--- src/rtl/spi_slave_core.sv ---
// spi_slave_core: SPI responder in the clk domain; oversampled pins, any CPOL/CPHA,
// REG_WIDTH-bit MSB-first words with a valid/ready tx holding register.
module spi_slave_core #(
    parameter int                   REG_WIDTH = 16,
    parameter bit                   CPOL      = 1'b1,
    parameter bit                   CPHA      = 1'b1,
    parameter logic [REG_WIDTH-1:0] FILL_WORD = '0
) (
    input  logic                 clk,
    input  logic                 rst,
    input  logic                 SPI_CS_N,
    input  logic                 SPI_SCLK,
    input  logic                 SPI_MOSI,
    output logic                 SPI_MISO,
    output logic                 SPI_MISO_OE,
    input  logic                 tx_valid,
    output logic                 tx_ready,
    input  logic [REG_WIDTH-1:0] tx_data,
    output logic                 rx_valid,
    output logic [REG_WIDTH-1:0] rx_data,
    output logic                 rx_err,
    output logic                 tx_underrun
);
    localparam int CW = $clog2(REG_WIDTH + 1);
    typedef enum logic [1:0] {S_IDLE, S_LOAD, S_SHIFT, S_DONE} state_t;
    logic [2:0] sclk_q, cs_q;
    logic [1:0] mosi_q, settle_q;
    logic armed_q;
    state_t state_q, state_d;
    logic [CW-1:0] bit_cnt_q, bit_cnt_d;
    logic [REG_WIDTH-1:0] tx_shift_q, tx_shift_d, rx_shift_q, rx_shift_d;
    logic [REG_WIDTH-1:0] hold_q, hold_d, rx_data_q, rx_data_d;
    logic full_q, full_d, rx_valid_q, rx_valid_d, rx_err_q, rx_err_d, tx_underrun_q, tx_underrun_d;
    logic sclk_chg, lead, trail, sample_e, shift_e, cs_fall, cs_rise, accept, load;
    // A CS_N already low when reset releases must not start a frame: arm only after a synced high.
    always_ff @(posedge clk or posedge rst) begin
        if (rst) begin
            sclk_q   <= {3{CPOL}};
            cs_q     <= 3'b111;
            mosi_q   <= '0;
            settle_q <= '0;
            armed_q  <= 1'b0;
        end else begin
            sclk_q   <= {sclk_q[1:0], SPI_SCLK};
            cs_q     <= {cs_q[1:0], SPI_CS_N};
            mosi_q   <= {mosi_q[0], SPI_MOSI};
            settle_q <= (settle_q == 2'd3) ? settle_q : settle_q + 2'd1;
            armed_q  <= armed_q | ((settle_q == 2'd3) & cs_q[1]);
        end
    end
    assign sclk_chg = sclk_q[1] ^ sclk_q[2];
    assign lead     = ~cs_q[1] & sclk_chg & (sclk_q[1] != CPOL);
    assign trail    = ~cs_q[1] & sclk_chg & (sclk_q[1] == CPOL);
    assign sample_e = CPHA ? trail : lead;
    assign shift_e  = CPHA ? lead : trail;
    assign cs_fall  = armed_q & cs_q[2] & ~cs_q[1];
    assign cs_rise  = cs_q[1] & ~cs_q[2];
    assign accept   = tx_valid & ~full_q;
    assign load     = state_q == S_LOAD;
    always_comb begin
        state_d       = state_q;
        bit_cnt_d     = bit_cnt_q;
        tx_shift_d    = tx_shift_q;
        rx_shift_d    = rx_shift_q;
        rx_data_d     = rx_data_q;
        rx_valid_d    = 1'b0;
        rx_err_d      = 1'b0;
        tx_underrun_d = 1'b0;
        hold_d        = accept ? tx_data : hold_q;
        full_d        = load ? accept : (full_q | accept);
        case (state_q)
            S_IDLE: state_d = cs_fall ? S_LOAD : S_IDLE;
            S_LOAD: begin
                tx_shift_d    = full_q ? hold_q : FILL_WORD;
                tx_underrun_d = ~full_q;
                bit_cnt_d     = '0;
                state_d       = cs_rise ? S_IDLE : S_SHIFT;
            end
            S_SHIFT: begin
                if (cs_rise) begin
                    state_d  = S_IDLE;
                    rx_err_d = bit_cnt_q != '0;
                end else if (sample_e) begin
                    rx_shift_d = {rx_shift_q[REG_WIDTH-2:0], mosi_q[1]};
                    bit_cnt_d  = bit_cnt_q + CW'(1);
                    state_d    = (bit_cnt_q == CW'(REG_WIDTH - 1)) ? S_DONE : S_SHIFT;
                end else if (shift_e && bit_cnt_q != '0) begin
                    // bit_cnt==0 marks the first shift edge of a word (CPHA=1) or the
                    // trailing edge left over from the previous word (CPHA=0): keep the MSB.
                    tx_shift_d = tx_shift_q << 1;
                end
            end
            S_DONE: begin
                rx_data_d  = rx_shift_q;
                rx_valid_d = 1'b1;
                state_d    = cs_rise ? S_IDLE : S_LOAD;
            end
            default: state_d = S_IDLE;
        endcase
    end
    always_ff @(posedge clk or posedge rst) begin
        if (rst) begin
            state_q       <= S_IDLE;
            bit_cnt_q     <= '0;
            tx_shift_q    <= '0;
            rx_shift_q    <= '0;
            hold_q        <= '0;
            full_q        <= 1'b0;
            rx_data_q     <= '0;
            rx_valid_q    <= 1'b0;
            rx_err_q      <= 1'b0;
            tx_underrun_q <= 1'b0;
        end else begin
            state_q       <= state_d;
            bit_cnt_q     <= bit_cnt_d;
            tx_shift_q    <= tx_shift_d;
            rx_shift_q    <= rx_shift_d;
            hold_q        <= hold_d;
            full_q        <= full_d;
            rx_data_q     <= rx_data_d;
            rx_valid_q    <= rx_valid_d;
            rx_err_q      <= rx_err_d;
            tx_underrun_q <= tx_underrun_d;
        end
    end
    assign SPI_MISO    = tx_shift_q[REG_WIDTH-1];
    assign SPI_MISO_OE = state_q != S_IDLE;
    assign tx_ready    = ~full_q;
    assign rx_valid    = rx_valid_q;
    assign rx_data     = rx_data_q;
    assign rx_err      = rx_err_q;
    assign tx_underrun = tx_underrun_q;
endmodule
--- config.mk ---
export PLATFORM = sky130hd
export DESIGN_NAME = spi_slave_core
export DESIGN_NICKNAME = d
export VERILOG_FILES = /design/src/rtl/spi_slave_core.sv
export SDC_FILE = /design/constraint.sdc
export NUM_CORES = 1
export LEC_CHECK = 0
export BUFFER_PORTS_ARGS = -buffer_cell sky130_fd_sc_hd__clkbuf_2
export CAP_MARGIN = 20
export CORE_MARGIN = 1.5
export CORE_UTILIZATION = 33
export CTS_BUF_LIST = sky130_fd_sc_hd__clkbuf_8
export DETAILED_ROUTE_END_ITERATION = 12
export SKIP_CTS_REPAIR_TIMING = 1
export SLEW_MARGIN = 10
export SYNTH_ARGS = -nofsm -noshare
export SYNTH_HDL_FRONTEND = slang
export SYNTH_SLANG_ARGS = --single-unit
--- constraint.sdc ---
create_clock -name clk -period 3.4 [get_ports clk]
set_input_delay 0.68 -clock clk [delete_from_list [all_inputs] [get_ports clk]]
set_output_delay 0.68 -clock clk [all_outputs]
set_load 0.02 [all_outputs]
==> out/qor.csv <==
stage;metric;value;unit
power;pwr-share-comb;22.3;%
cts;clockRootBuffer;clkbuf_8;
timing;min_period;2077;ps
detailed_routing;drtIter0Drc;81;
global_route;grt_pass1_wl;10020;um
synthesis;syn_area_per_cell;14.01;um^2
timing;skew;9.006;ps
global_route;grt_max_degree;36;
power;power_density;733.7;nW/um^2
die;initial_utilization;34.49;%
synthesis;synth_seq_cells;86;
setup_path;slowest_stage;or4_1;
detailed_routing;drcViolationCount;0;
synthesis;syn_area;3418;um^2
timing;rsz0062_at_grt;no;
timing;max_slew.worst_pin.slew;788.8;ps
die;die-area;10980;um^2
global_route;grt_use_total;11.41;%
place;io_buffer_count;43;
power;p_total;2.951;mW
power;p_int;2.105;mW
setup_path;crit_arrival;2300;ps
synthesis;yosysUniqueCellTypes;36;
timing;drv_slew;0;
timing;timing.fmax;0.4814;GHz
final_layout;nets;316;
setup_path;worstPathCellList;inv_1 -> ha_1 -> nor4b_2 -> or4_1 -> o221a_1;
detailed_routing;ant_nets;0;
place;gp_congestion;0.7700;
final_layout;instances_no_fill;428;
global_route;antenna_found_initial;0;
cts;clockBufferDepth;2;
synthesis;syn_inst;244;
synthesis;synth_edf_count;0;
setup_path;cp_top_family;simple AND/OR/NAND/NOR gates;
die;fp.dieH;104.8;um
place;placed_cells;412;
final_layout;areaGrowthSynthToFinish;17.64;%
timing;slew_headroom;47.29;%
power;switching_share;28.65;%
synthesis;yosysWarnings;0;
detailed_routing;dr_total_vias;1999;
setup_path;crit_buf_inv;1;
timing;setup_viol;0;
cts;clkTransAtPathRegs;80;ps
power;irDropWorstVdd;355.8;uV
cts;numClockSinks;86;
power;cellLeakagePower;1.915;nW
power;p_switching;845.4;uW
cts;cts_made_buffers;9;
setup_path;path_max_fanout;16;
final_layout;drive_gt1_share;42.71;%
final_layout;antenna_cells;0;
power;pwr-share-clk;28.2;%
synthesis;ys.flop_type;dfrtp_1;
setup_path;startpoint;bit_cnt_q[0];
detailed_routing;vias_per_cell;4.671;
detailed_routing;routedWlPerCell;13.20;um
power;pwr-share-seq;49.5;%
setup_path;cp-start-kind;flip-flop;
die;core;9910;um^2
setup_path;critPathCaptureType;flip-flop;
place;placed_area;3779;um^2
setup_path;critical_path_required;3630;ps
global_route;grt_pass1_vias;2100;
place;hpwl;3766;um
setup_path;cp_slowest_stage_delay;760;ps
die;dieWidth;104.8;um
job;max_cap_viol_count;0;
hold_path;min_path_type;in2async;
status;status;completed;
synthesis;yosysSeqAreaShare;63.18;%
synthesis;synth_nets;270;
timing;finalSetupTns;0;ps
detailed_routing;routed_wl;5650;um
cts;cts_tree;built;
setup_path;crit_type;reg2reg;
detailed_routing;drt_first_pass_iters;4;
cts;worst_skew_pair.late_latency;340;ps
global_route;gr-total-overflow;0;
synthesis;async_flop_share;100.0;%
timing;finalHoldViolCount;0;
cts;ctsHtreeMaxLevel;3;
die;fp-row-count;36;
final_layout;finish.instance_area;4021;um^2
die;ios;44;
timing;timing.final.crit_share;61.10;%
setup_path;rr_startpoint;bit_cnt_q[0];
==> final timing paths <==
| check | end | slack [ps] | cells after the start |
|---|---|---|---|
| min in group clk | mosi_q[1] | 350 | 0 |
| hold reg to reg | mosi_q[1] | 350 | 0 |
| setup / recovery | tx_shift_q[2] | 1320 | 5 |
| max in group asynchronous | rx_data[15] | 2320 | 3 |
| hold / removal | tx_shift_q[0] | 300 | 2 |
| setup reg to reg | tx_shift_q[2] | 1320 | 5 |
==> worst reg2reg max path, cell delays in order (launching register included) <==
cell and delay (ps):
dfrtp_1 410, inv_1 60, ha_1 190, nor4b_2 180
or4_1 760, o221a_1 370
==> logic make-up (layout without fill, tap and decap cells) <==
group / count (synthesis) / count (layout) / synth area share, %
AO/OA/AOI/OAI: 28 / 28 / 7.833
XOR/XNOR: 1 / 1 / 0.2563
adder cells (fa/ha/maj): 4 / 4 / 1.464
buffers and inverters: 19 / 70 / 2.416
flip-flops: 86 / 86 / 63.18
multiplexers: 51 / 51 / 16.76
AND/OR/NAND/NOR: 55 / 55 / 8.089
==> layout by cell type (no fill, tap or decap), drive strengths merged, types with 2 or more instances in the layout <==
cell	Yosys	final
o21ai	3	3
nor2	2	2
inv	6	5
dfstp	6	6
buf	6	5
o221a	15	15
mux2	50	50
o211ai	2	2
clkbuf	7	55
dfrtp	80	80
ha	4	4
nor2b	3	3
a21o	2	2
clkinv	0	3
nand2	34	34
and3	2	2
nand3	2	2
nand2b	5	5
bufinv	0	2
==> flip-flops by register name (all words and copies together) (netlist names), 2 cells and up <==
signal and cells:
hold_q 16, mosi_q 2, settle_q 2, sclk_q 3, bit_cnt_q 5, tx_shift_q 16
rx_data 16, rx_shift_q 16, cs_q 3, state_q 2
==> routing by layer <==
layer  routed length (um)  vias to the layer above  track usage (%)
met5                    0                        -                0
met4                   40                        0            4.599
met1                 2726                      997            14.53
met3                  247                        5            3.681
met2                 2635                       44            17.93
li1                     -                      953                -
==> cell type report <==
class                      count  area (um^2)
fill                         963         5888
sequential                    86         2160
multi-input combinational    139         1176
timing repair buffer          48        252.7
tap                          133        166.4
clock buffer                  12        165.2
clock inverter                 4        77.57
inverter                       6        23.77
==> through the flow <==
step / util, % / hold WS, ps / setup WS, ps
final: 40.58 / 300.2 / 1323
after global routing: 40.58 / 313.4 / 1225
after CTS: 40.58 / 296.5 / 1307
after detailed placement: 38.13 / 345.7 / 1329
after global placement: 38.06 / 337.7 / 1359
after floorplan: - / 331.2 / 508.1
==> synth_stat cells (all sizes together), types with 3 or more instances <==
master / instances / area [um^2]
buf: 6 / 33.78
inv: 6 / 22.52
nand2: 34 / 127.6
nand2b: 5 / 38.78
ha: 4 / 50.05
clkbuf: 7 / 26.28
nor2b: 3 / 18.77
o221a: 15 / 168.9
dfrtp: 80 / 2002
mux2: 50 / 563.0
o21ai: 3 / 15.01
dfstp: 6 / 157.7
==> power groups by stage <==
stage / Sequential (mW) / Clock (mW) / Combinational [mW]
2_1_floorplan: 1.44 / 0 / 0.528
3_3_place_gp: 1.47 / 0 / 0.650
3_5_place_dp: 1.48 / 0 / 0.672
4_1_cts: 1.46 / 0.869 / 0.673
5_1_grt: 1.49 / 0.910 / 0.738
6_report: 1.46 / 0.832 / 0.659
Note: power is estimated with default switching activity, not from simulation.
